==> src/rtl/adpcm_pkg.sv <==
// rtl/adpcm_pkg.sv - shared IMA ADPCM tables, limits and FSM state type
// Used by both the compressor and the decoder so both ends share one step table.
package adpcm_pkg;

   localparam int IDX_MAX = 88;
   localparam int PCM_MAX = 32767;
   localparam int PCM_MIN = -32768;

   localparam logic [14:0] STEP [0:88] = '{
      15'd7,     15'd8,     15'd9,     15'd10,    15'd11,    15'd12,    15'd13,    15'd14,
      15'd16,    15'd17,    15'd19,    15'd21,    15'd23,    15'd25,    15'd28,    15'd31,
      15'd34,    15'd37,    15'd41,    15'd45,    15'd50,    15'd55,    15'd60,    15'd66,
      15'd73,    15'd80,    15'd88,    15'd97,    15'd107,   15'd118,   15'd130,   15'd143,
      15'd157,   15'd173,   15'd190,   15'd209,   15'd230,   15'd253,   15'd279,   15'd307,
      15'd337,   15'd371,   15'd408,   15'd449,   15'd494,   15'd544,   15'd598,   15'd658,
      15'd724,   15'd796,   15'd876,   15'd963,   15'd1060,  15'd1166,  15'd1282,  15'd1411,
      15'd1552,  15'd1707,  15'd1878,  15'd2066,  15'd2272,  15'd2499,  15'd2749,  15'd3024,
      15'd3327,  15'd3660,  15'd4026,  15'd4428,  15'd4871,  15'd5358,  15'd5894,  15'd6484,
      15'd7132,  15'd7845,  15'd8630,  15'd9493,  15'd10442, 15'd11487, 15'd12635, 15'd13899,
      15'd15289, 15'd16818, 15'd18500, 15'd20350, 15'd22385, 15'd24623, 15'd27086, 15'd29794,
      15'd32767
   };

   // Index adjustment by code magnitude; the sign bit does not affect the index.
   localparam logic signed [4:0] IDX_ADJ [0:7] = '{
      -5'sd1, -5'sd1, -5'sd1, -5'sd1, 5'sd2, 5'sd4, 5'sd6, 5'sd8
   };

   typedef enum logic [1:0] {
      ST_IDLE = 2'd0,
      ST_ACC0 = 2'd1,
      ST_ACC1 = 2'd2,
      ST_UPD  = 2'd3
   } dec_state_e;

endpackage

==> src/rtl/adpcm_step_rom.sv <==
// rtl/adpcm_step_rom.sv - combinational step-index to step-size lookup
module adpcm_step_rom
   import adpcm_pkg::*;
(
   input  logic [6:0]  idx_i,
   output logic [14:0] step_o
);

   always_comb begin
      step_o = STEP[IDX_MAX];
      if (idx_i <= 7'(IDX_MAX)) begin
         step_o = STEP[idx_i];
      end
   end

endmodule

==> src/rtl/adpcm_decoder.sv <==
// rtl/adpcm_decoder.sv - IMA ADPCM decoder, one 4-bit code per 4 clocks to 16-bit PCM
// Optional block-header resync preset enabled by defining ADPCM_DEC_PRESET_EN.
module adpcm_decoder
   import adpcm_pkg::*;
#(
   parameter int PCM_W = 16
)
(
   input  logic                    clk,
   input  logic                    rst,
   input  logic                    in_valid,
   output logic                    in_ready,
   input  logic [3:0]              code_in,
`ifdef ADPCM_DEC_PRESET_EN
   input  logic                    preset_valid,
   input  logic signed [15:0]      preset_pcm,
   input  logic [6:0]              preset_idx,
`endif
   output logic                    out_valid,
   output logic signed [PCM_W-1:0] pcm_out,
   output logic [6:0]              idx_out
);

   if (PCM_W != 16) begin : g_bad_pcm_w
      $error("adpcm_decoder: PCM_W must be 16");
   end

   localparam logic signed [8:0]  IDX_HI = 9'(IDX_MAX);
   localparam logic signed [17:0] SAT_HI = 18'(PCM_MAX);
   localparam logic signed [17:0] SAT_LO = 18'(PCM_MIN);

   dec_state_e         state_q, state_d;
   logic [3:0]         code_q, code_d;
   logic [14:0]        step_q, step_d;
   logic [16:0]        diff_q, diff_d;
   logic signed [15:0] pred_q, pred_d;
   logic [6:0]         idx_q, idx_d;
   logic signed [15:0] pcm_q, pcm_d;
   logic               out_valid_q, out_valid_d;

   logic [14:0]        rom_step;
   logic               preset_hit;
   logic signed [15:0] preset_pred;
   logic [6:0]         preset_idx_c;
   logic signed [17:0] pred_ext, diff_ext, pred_sum;
   logic signed [15:0] pred_sat;
   logic signed [8:0]  idx_sum;
   logic [6:0]         idx_clamped;

   adpcm_step_rom u_step_rom (
      .idx_i  (idx_q),
      .step_o (rom_step)
   );

`ifdef ADPCM_DEC_PRESET_EN
   assign preset_hit   = preset_valid && (state_q == ST_IDLE);
   assign preset_pred  = preset_pcm;
   assign preset_idx_c = (preset_idx > 7'(IDX_MAX)) ? 7'(IDX_MAX) : preset_idx;
`else
   assign preset_hit   = 1'b0;
   assign preset_pred  = pred_q;
   assign preset_idx_c = idx_q;
`endif

   assign in_ready  = (state_q == ST_IDLE) && !rst && !preset_hit;
   assign out_valid = out_valid_q;
   assign pcm_out   = pcm_q;
   assign idx_out   = idx_q;

   // 18-bit signed sum cannot overflow for |pred| <= 32768 and diff <= 61436.
   always_comb begin
      pred_ext = {{2{pred_q[15]}}, pred_q};
      diff_ext = {1'b0, diff_q};
      pred_sum = code_q[3] ? (pred_ext - diff_ext) : (pred_ext + diff_ext);
      if (pred_sum > SAT_HI) begin
         pred_sat = 16'(PCM_MAX);
      end else if (pred_sum < SAT_LO) begin
         pred_sat = 16'(PCM_MIN);
      end else begin
         pred_sat = pred_sum[15:0];
      end
   end

   always_comb begin
      idx_sum = $signed({2'b00, idx_q}) + 9'(IDX_ADJ[code_q[2:0]]);
      if (idx_sum < 9'sd0) begin
         idx_clamped = 7'd0;
      end else if (idx_sum > IDX_HI) begin
         idx_clamped = 7'(IDX_MAX);
      end else begin
         idx_clamped = idx_sum[6:0];
      end
   end

   always_comb begin
      state_d     = state_q;
      code_d      = code_q;
      step_d      = step_q;
      diff_d      = diff_q;
      pred_d      = pred_q;
      idx_d       = idx_q;
      pcm_d       = pcm_q;
      out_valid_d = 1'b0;
      case (state_q)
         ST_IDLE: begin
            if (preset_hit) begin
               pred_d = preset_pred;
               idx_d  = preset_idx_c;
            end else if (in_valid) begin
               code_d  = code_in;
               step_d  = rom_step;
               state_d = ST_ACC0;
            end
         end
         ST_ACC0: begin
            diff_d  = {2'b00, step_q >> 3} + (code_q[2] ? {2'b00, step_q} : 17'd0);
            state_d = ST_ACC1;
         end
         ST_ACC1: begin
            diff_d  = diff_q
                    + (code_q[1] ? {2'b00, step_q >> 1} : 17'd0)
                    + (code_q[0] ? {2'b00, step_q >> 2} : 17'd0);
            state_d = ST_UPD;
         end
         ST_UPD: begin
            pred_d      = pred_sat;
            pcm_d       = pred_sat;
            idx_d       = idx_clamped;
            out_valid_d = 1'b1;
            state_d     = ST_IDLE;
         end
         default: state_d = ST_IDLE;
      endcase
   end

   always_ff @(posedge clk) begin
      if (rst) begin
         state_q <= ST_IDLE;
      end else begin
         state_q <= state_d;
      end
   end

   always_ff @(posedge clk) begin
      if (rst) begin
         code_q      <= 4'd0;
         step_q      <= 15'd0;
         diff_q      <= 17'd0;
         pred_q      <= 16'sd0;
         idx_q       <= 7'd0;
         pcm_q       <= 16'sd0;
         out_valid_q <= 1'b0;
      end else begin
         code_q      <= code_d;
         step_q      <= step_d;
         diff_q      <= diff_d;
         pred_q      <= pred_d;
         idx_q       <= idx_d;
         pcm_q       <= pcm_d;
         out_valid_q <= out_valid_d;
      end
   end

endmodule

==> config.mk <==
export PLATFORM = sky130hd
export DESIGN_NAME = adpcm_decoder
export DESIGN_NICKNAME = d
export VERILOG_FILES = /design/src/rtl/adpcm_pkg.sv /design/src/rtl/adpcm_step_rom.sv /design/src/rtl/adpcm_decoder.sv
export SDC_FILE = /design/constraint.sdc
export NUM_CORES = 1
export LEC_CHECK = 0
export CELL_PAD_IN_SITES_DETAIL_PLACEMENT = 1
export CELL_PAD_IN_SITES_GLOBAL_PLACEMENT = 1
export CORE_MARGIN = 1
export CORE_UTILIZATION = 25
export DETAILED_ROUTE_END_ITERATION = 6
export GPL_ROUTABILITY_DRIVEN = 0
export PLACE_DENSITY = 0.6
export SETUP_SLACK_MARGIN = 0.05
export SYNTH_ARGS = -nofsm -noshare
export SYNTH_HDL_FRONTEND = slang
export SYNTH_SLANG_ARGS = --single-unit
==> constraint.sdc <==
create_clock -name clk -period 4.8 [get_ports clk]
set_input_delay 1.44 -clock clk [delete_from_list [all_inputs] [get_ports clk]]
set_output_delay 1.44 -clock clk [all_outputs]
set_load 0.005 [all_outputs]
== Word level (Yosys, flattened, before mapping) ==
Memory sizes are Yosys's and may differ from the RTL's.
Cells that the tools add are included.
W data, S select, Z words.

* ROM bits: 1960
* Bits in registers: 62
* Bits of input ports: 7
* Word-level logic and storage cells: 50
* Memories kept: 2
* Output and inout port bits: 25

{| class="wikitable"
|+ Memory list
! name !! depth !! width !! rd ports !! clocked after memory_dff !! write ports !! RTL line !! text
|-
| (name not given) || 128 || 15 || 1 || 0 || 0 || adpcm_step_rom.sv:12 || <nowiki>step_o = STEP[idx_i];</nowiki>
|-
| (name not given) || 8 || 5 || 1 || 0 || 0 || adpcm_decoder.sv:85 || <nowiki>idx_sum = $signed({2'b00, idx_q}) + 9'(IDX_ADJ[code_q[2:0]]);</nowiki>
|}

* Equal/unequal tests: 4
* Order comparisons: 7
* Reduce and logical (&&, ||, !) cells: 5
* Multiplexer cells: 17
* $add $sub $neg: 6
* Bitwise operators: 2

{| class="wikitable"
|+ Operators with widths
! kind !! count
|-
| $mux W15 || 4
|-
| $pmux W17 S2 || 1
|-
| $mux W16 || 2
|-
| $add A16 B18 Y18 || 1
|-
| $gt A18 B16 Y1 const B || 1
|-
| $lt A18 B16 Y1 const B || 1
|-
| $mux W18 || 1
|-
| $sub A16 B18 Y18 || 1
|-
| $add A17 B13 Y17 || 1
|-
| $add A17 B14 Y17 || 1
|-
| $add A12 B15 Y16 || 1
|-
| $mux W14 || 1
|-
| $mux W7 || 2
|-
| $mux W13 || 1
|-
| $mux W5 || 2
|-
| $add A8 B5 Y9 || 1
|-
| $gt A9 B8 Y1 const B || 1
|-
| $lt A9 B1 Y1 const B || 1
|-
| $ge A8 B8 Y1 const B || 1
|-
| $not A7 Y8 || 1
|-
| $pmux W2 S4 || 1
|-
| $le A7 B7 Y1 const B || 1
|-
| $eq A2 B2 Y1 const B || 2
|-
| $ge A4 B4 Y1 const B || 1
|-
| other kinds (10) || 10
|}

== Longest topological paths before layout ==
* Depth in word-level cells: 8
* Mapped depth: 18

== Modules after synthesis ==
Synthesis repeated with hierarchy kept, for this count alone.

* Cell total of the unflattened synthesis: 974
* Area total of the unflattened synthesis: 7359.6 um^2

{| class="wikitable"
|+ Modules (own cells, without submodules)
! module !! instances !! area each (um^2) !! cells each
|-
| adpcm_decoder || 1 || 5743.0 || 716
|-
| adpcm_step_rom || 1 || 1616.6 || 258
|}

== Worst setup path before layout ==
Ideal clock, no wire load.

* Path type: reg2reg
* From: register diff_q[6]
* To: register pcm_q[10] (netlist: pcm_out[10])
* Data arrival time: 3.475 ns
* Slack: 1.206 ns
* Cell stages (with the launch flop): 16
* Buffers on the path: 2
* Required time: 4.681 ns
* Path through: dfxtp_1 > or4_1 > and4bb_4 > a21oi_1 > xnor2_1 > ha_1 > clkbuf_1 > and3_1 > o211ai_1 > o221ai_1 > a31oi_1 > xor2_1 > o21ai_0 > a21boi_4 > buf_12 > a211oi_2

* Word-level cells in the longest chain between the ends: 5

{| class="wikitable"
|+ Ends and longest elaborated chain
! element !! RTL line !! text
|-
| start, declared || adpcm_decoder.sv:35 || <nowiki>logic [16:0] diff_q, diff_d;</nowiki>
|-
| start signal, assigned || adpcm_decoder.sv:156 || <nowiki>diff_q <= diff_d;</nowiki>
|-
| $add A16 B18 Y18 / $sub A16 B18 Y18 (equally long branches) || adpcm_decoder.sv:74 || <nowiki>pred_sum = code_q[3] ? (pred_ext - diff_ext) : (pred_ext + diff_ext);</nowiki>
|-
| $mux W18 (*) || adpcm_decoder.sv:74 ||
|-
| $lt A18 B16 Y1 || adpcm_decoder.sv:77 || <nowiki>end else if (pred_sum < SAT_LO) begin</nowiki>
|-
| $mux W16 || adpcm_decoder.sv:77 ||
|-
| $mux W16 (*) || adpcm_decoder.sv:75 || <nowiki>if (pred_sum > SAT_HI) begin</nowiki>
|-
| end signal, assigned || adpcm_decoder.sv:159 || <nowiki>pcm_q <= pcm_d;</nowiki>
|-
| end, declared || adpcm_decoder.sv:38 || <nowiki>logic signed [15:0] pcm_q, pcm_d;</nowiki>
|}

Mark *: on every way between the ends. The rest lies on a longest branch, timed or not.
A chain may end at the register's enable or synchronous reset.

== Worst setup path in the final report ==
* From: register diff_q[6]
* To: register pcm_q[1] (netlist: pcm_out[1])

Same word-level chain as after synthesis.

==> run_results.csv <==
group,metric,value,unit
job,drv_cap,0,
floorplan,die_area,0.0303,mm²
setup_path,critPathMaxStageDelay,0.55,ns
synthesis,synthFlopType,"dfxtp_1",
clock_tree,cts_resized,0,
clock_tree,cts_tree,"done",
sta,fin_crit_sh,84.5,%
setup_path,startpoint_type,"flop",
global_route,grt_pass1_wl,39.3,mm
clock_tree,path_clk_slew,0.06,ns
min_path,hold_class,"flop to flop",
cells_and_area,antenna_cells,0,
synthesis,yosysWarnings,0,
global_route,grt_max_degree,58,
global_route,grt_pass1_vias,7261,
setup_path,cp_max_fo,14,
floorplan,fp.coreArea,0.0289,mm²
floorplan,floorplan.initialDensity,25.6,%
synthesis,yosysUniqueCellTypes,77,
clock_tree,h-tree-depth,3,
setup_path,cp_top_family,"compound AO/OA/AOI/OAI gates",
cells_and_area,layout-drive-gt1-share,7.10,%
sta,skew,0.00914,ns
sta,finalCriticalPeriod,4.06,ns
sta,setup_viol,0,
global_route,grt_overflow,0,
power,total_power,0.00381,W
detailed_routing,dr.pass1.iters,5,
synthesis,synth-seq-cells,62,
detailed_routing,wl,23.9,mm
synthesis,syn_inst,979,
clock_tree,cts_buffer_depth,2,
floorplan,ioPinCount,32,
sta,max_freq,0.247,GHz
clock_tree,cts_sinks,62,
synthesis,synth_edf_count,0,
clock_tree,clk_latency,0.34,ns
synthesis,synth_area_per_cell,7.55,µm²
power,power_density,460,mW/mm²
setup_path,worst_setup_path_end_kind,"flop",
setup_path,cp_num_buf_inv,0,
floorplan,die_h,174,µm
detailed_routing,viasPerCell,5.15,
cells_and_area,final_util,28.7,%
cells_and_area,fillerInstances,3537,
setup_path,crit_path_cell_trace,"or4_1 -> and4bb_4 -> a21oi_1 -> xnor2_1 -> ha_1 -> and3_1 -> o211ai_1 -> o221ai_1 -> a31oi_1 -> xor2_1 -> o21ai_0 -> a21boi_4 -> a211oi_1",
detailed_routing,ant_nets,0,
cells_and_area,layout.nets,1082,
sta,timing.final.ws_setup,0.744,ns
sta,slew_violations,0,
detailed_routing,drtIter0Drc,461,
clock_tree,cts_buffers,9,
global_route,grt_util_all_layers,16.1,%
floorplan,num_rows,62,
placement,dp.final_hpwl,17.9,mm
synthesis,async_flop_share,0,%
outcome,status,"completed",
detailed_routing,vias,7054,
setup_path,critical_path_class,"flop to flop",
setup_path,cp_slowest_cell,"or4_1",
cells_and_area,layout_commonest_cell,"nor2_1",
sta,grt_setup_unrepaired,"no",
clock_tree,cts_hold_buf,0,
power,ir_worst_vdd,204,µV
sta,fin_setup_tns,0,ns
cells_and_area,area_growth,12.2,%
clock_tree,post_cts_buffers,0,
placement,placed_cell_area,0.00800,mm²
placement,io_buffers,31,
synthesis,syn-num-nets,1080,
detailed_routing,drc,0,
setup_path,required,5.00,ns
sta,finalHoldViolCount,0,
synthesis,synth.yosys.seq_area_share,16.8,%
placement,pre_cts_ws,0.743,ns
sta,tightest_slew,0.792,ns
sta,slew_headroom,47.1,%
synthesis,syn_area,0.00740,mm²
cells_and_area,fin_area,0.00830,mm²
clock_tree,cts-root-buf,"clkbuf_16",
floorplan,die_w,174,µm
detailed_routing,wl_per_cell,17.4,µm
cells_and_area,final_cell_mix,"105 x nor2_1, 89 x a21oi_1, 87 x nand2_1",
global_route,antenna_found_initial,0,
setup_path,crit_arrival,4.25,ns
power,p_leak,3.17,nW
power by group:
part | leakage, nW | total (W) | internal, W | switching (W)
sequential | 0.507 | 0.000792 | 0.000622 | 0.000170
clock | 0.149 | 0.000657 | 0.000406 | 0.000250
combinational | 2.51 | 0.00237 | 0.000982 | 0.00138
total | 3.17 | 0.00381 | 0.00201 | 0.00180
metal layers:
layer	share of wire, %	track usage (%)
met1	49	21.4
met2	47	27.5
met3	1.9	1.44
met4	1.5	5.01
met5	0	0
synthesized netlist by cell type (7+ instances only):
library cell  count  area [µm²]
mux2i_1           7        70.1
ha_1             77         963
nand2b_1         11        68.8
inv_1            46         173
nor3_1           27         135
nand3_1          21         105
o21ai_0          73         365
dfxtp_1          62        1240
clkbuf_1         40         150
a211oi_2          9         113
xor2_1           13         114
and2_1           40         250
nand2_1          87         327
xnor2_1          35         307
o21a_1           11        82.6
a21oi_1          89         445
a211oi_1         23         173
nand2_2           8        50.1
a31oi_1          19         119
nor2b_1          11        68.8
o211ai_1         19         143
nor2_1          105         394
fa_1             17         340
path summary, 6_finish.rpt:
| path | slack (ns) | startpoint | to | cells past startpoint |
|---|---|---|---|---|
| hold / removal | 0.46 | step_q[0] | step_q[0] | 2 |
| setup / recovery | 0.74 | diff_q[6] | pcm_out[1] | 13 |
| hold reg to reg | 0.46 | step_q[0] | step_q[0] | 2 |
| setup reg to reg | 0.74 | diff_q[6] | pcm_out[1] | 13 |
flip-flops by register name, summed over array words and instances (netlist names):
signal,flops
state_q,2
step_q,15
out_valid,1
pcm_out,16
idx_out,7
code_q,4
diff_q,17
worst reg2reg max path, stage by stage, from the launching register on:
cell      delay, ns
dfxtp_1        0.37
or4_1          0.55
and4bb_4       0.37
a21oi_1        0.09
xnor2_1        0.14
ha_1           0.45
and3_1         0.20
o211ai_1       0.09
o221ai_1       0.28
a31oi_1        0.15
xor2_1         0.30
o21ai_0        0.26
a21boi_4       0.51
a211oi_1       0.16
final cells by class:
type | instances | area, µm² | share of cell area, %
repair buffers | 46 | 418 | 5.04
inverters | 47 | 176 | 2.13
multi-input cells | 815 | 5680 | 68.5
well taps | 384 | 480 | 5.79
clock inverters | 2 | 13.8 | 0.166
clock buffers | 14 | 284 | 3.42
flip-flops and latches | 62 | 1240 | 15.0
logic make-up after synthesis:
logic type               Yosys count  synth area share, %
flip-flops                        62                 16.8
multiplexers                      10                 1.71
AND/OR/NAND/NOR                  337                 21.8
XOR/XNOR                          49                 5.90
adder cells (fa/ha/maj)           94                 17.6
buffers and inverters            102                 6.39
AO/OA/AOI/OAI                    325                 29.8
metrics by stage:
step                hold slack, ns  std cells
finish                       0.461       1370
global route                 0.497       1370
CTS                          0.462       1370
detailed placement           0.457       1354
global placement             0.450       1354
floorplan                    0.432        979
(Power assumes the default switching activity.)
==> variant (same settings) <==
The 4 states of `dec_state_e` get a one-hot encoding in 4 bits.
--- a/src/rtl/adpcm_pkg.sv
+++ b/src/rtl/adpcm_pkg.sv
@@ -28,7 +28,7 @@
 
-   typedef enum logic [1:0] {
-      ST_IDLE = 2'd0,
-      ST_ACC0 = 2'd1,
-      ST_ACC1 = 2'd2,
-      ST_UPD  = 2'd3
+   typedef enum logic [3:0] {
+      ST_IDLE = 4'b0001,
+      ST_ACC0 = 4'b0010,
+      ST_ACC1 = 4'b0100,
+      ST_UPD  = 4'b1000
    } dec_state_e;
Function: no difference found for any inputs over 4 cycles, from zero or initial values and one cycle with rst high; so few cycles prove little.
==> variant against the unedited design <==
- setup slack worse by 0.17 ns
- design area is 2.1% lower
- area after synthesis shrank 3.7%
- first-iteration DRC count fell by 13%
- routed wire length shrank 2.1%
- sequential cell count grew 2
Power is not compared: it rests on default switching activity, and its combinational part moved more than twofold at a synthesized area within 25%.
==> variant: results (changes against the unedited design) <==
* Outcome: finished, final reports clean
* Top cells by count, synth: a21oi_1 (102), nor2_1 (93), nand2_1 (77)
* GR Util met2 at 30.5% (+3.1 points)
* Crit-path max cell delay at 0.59 ns (+0.04 ns)
* Per-cell routed wire length at 17.6 µm (+0.76%)
* Post-DP HPWL at 18100 µm (+0.79%)
* First-pass GRT wire length at 38400 µm (-2.4%)
* Total length of routed met2 wires at 11700 µm (+4.0%)
* Met1 Track Usage GR at 20.5% (-0.87 points)
* Highest-delay cell along the critical path: clkdlybuf4s50_1
* CP max FO at 2 (-12)
* Nets at 1046 (-3.3%)
* Worst path top cell family by delay: buffers and inverters
* Required @ worst endpoint at 3.36 ns (-1.64 ns)
* Placed inst area at 7810 µm² (-2.3%)
* Max reg flops at 17 (unchanged)
* Total iterations of the first detailed-routing run at 4 (-1)
* Dominant cells by area after synthesis: dfxtp_1 (18%), ha_1 (13%), a21oi_1 (7.2%)
* Share of cells above drive strength 1 at 4.93% (-2.2 points)
* Actual slew at the worst max-slew pin at 0.980 ns (+0.188 ns)
* Global-route usage over all layers at 16.7% (+0.55 points)
* Pre-CTS WS at 0.570 ns (-0.172 ns)
* Met3 Use GR at 1.85% (+0.41 points)
* 1st-iter DRT viols at 403 (-13%)
* Bufs on Longest Clock Path at 2 (unchanged)
* Vias in the first global route at 7101 (-2.2%)
* Synth cell types at 68 (-12%)
* Sequential area share after synthesis at 18.0% (+1.2 points)
* Filler instances at 3458 (-2.2%)
* DR vias/cell at 5.19 (+0.74%)
* Routed wl met3 at 522 µm (+12%)
* Core Rows at 61 (-1.6%)
* Largest net degree at the start of global routing at 55 (-5.2%)
* Met1 wire length at 10800 µm (-8.6%)
* Asr flop ratio synth at 0% (unchanged)
[variant: changes by cell type after synthesis, sizes merged, moves of 8 or more]
cell | unedited run | this run
nand2 | 95 | 77
o21ai | 77 | 61
a21oi | 89 | 103
a221o | 0 | 14
nor2 | 106 | 93
a21o | 5 | 14
xor2 | 13 | 21
[variant: power breakdown]
group	leakage, nW	internal [W]	switching [W]	total (W)
clock network	0.148	0.000442	0.000266	0.000708
registers	0.520	0.000550	0.0000371	0.000587
logic	2.59	0.000203	0.000275	0.000478
total	3.26	0.00120	0.000578	0.00177
[variant: layout make-up]
cell class                 count  area [µm²]  area share [%]
timing repair buffer          47         430            5.30
tap                          378         473            5.82
sequential                    64        1280            15.8
clock buffer                  13         270            3.33
inverter                      39         146            1.80
clock inverter                 2        37.5           0.462
multi-input combinational    788        5480            67.5
[variant: path summary, 6_finish.rpt]
check                 start         end  slack [ns]  cells after the start
hold / removal    step_q[0]   step_q[0]        0.53                      2
setup / recovery        rst    in_ready        0.57                      3
hold reg to reg   step_q[0]   step_q[0]        0.53                      2
setup reg to reg  diff_q[5]  pcm_out[1]        0.75                     13
[variant: metrics by stage]
step | hold WS [ns] | cells
after floorplan | 0.427 | 947
after global placement | 0.508 | 1316
final | 0.526 | 1331
after CTS | 0.530 | 1331
after global routing | 0.538 | 1331
after detailed placement | 0.525 | 1316
[variant: cell families (layout without fill, tap and decap cells)]
family	count (synthesis)	after routing	share of synthesized area [%]
xor gates and xnor gates	58	58	7.24
AOI/OAI and AO/OA	324	324	29.8
DFF	64	64	18.0
adders and majority gates	90	90	17.6
and+or+nand+nor	308	308	21.0
muxes	8	8	1.30
buffers and inverters	95	101	5.13
[variant: worst min-delay path: stages, from the launching register on]
cell	delay, ns
dfxtp_1	0.35
nand2_1	0.08
a21oi_1	0.05
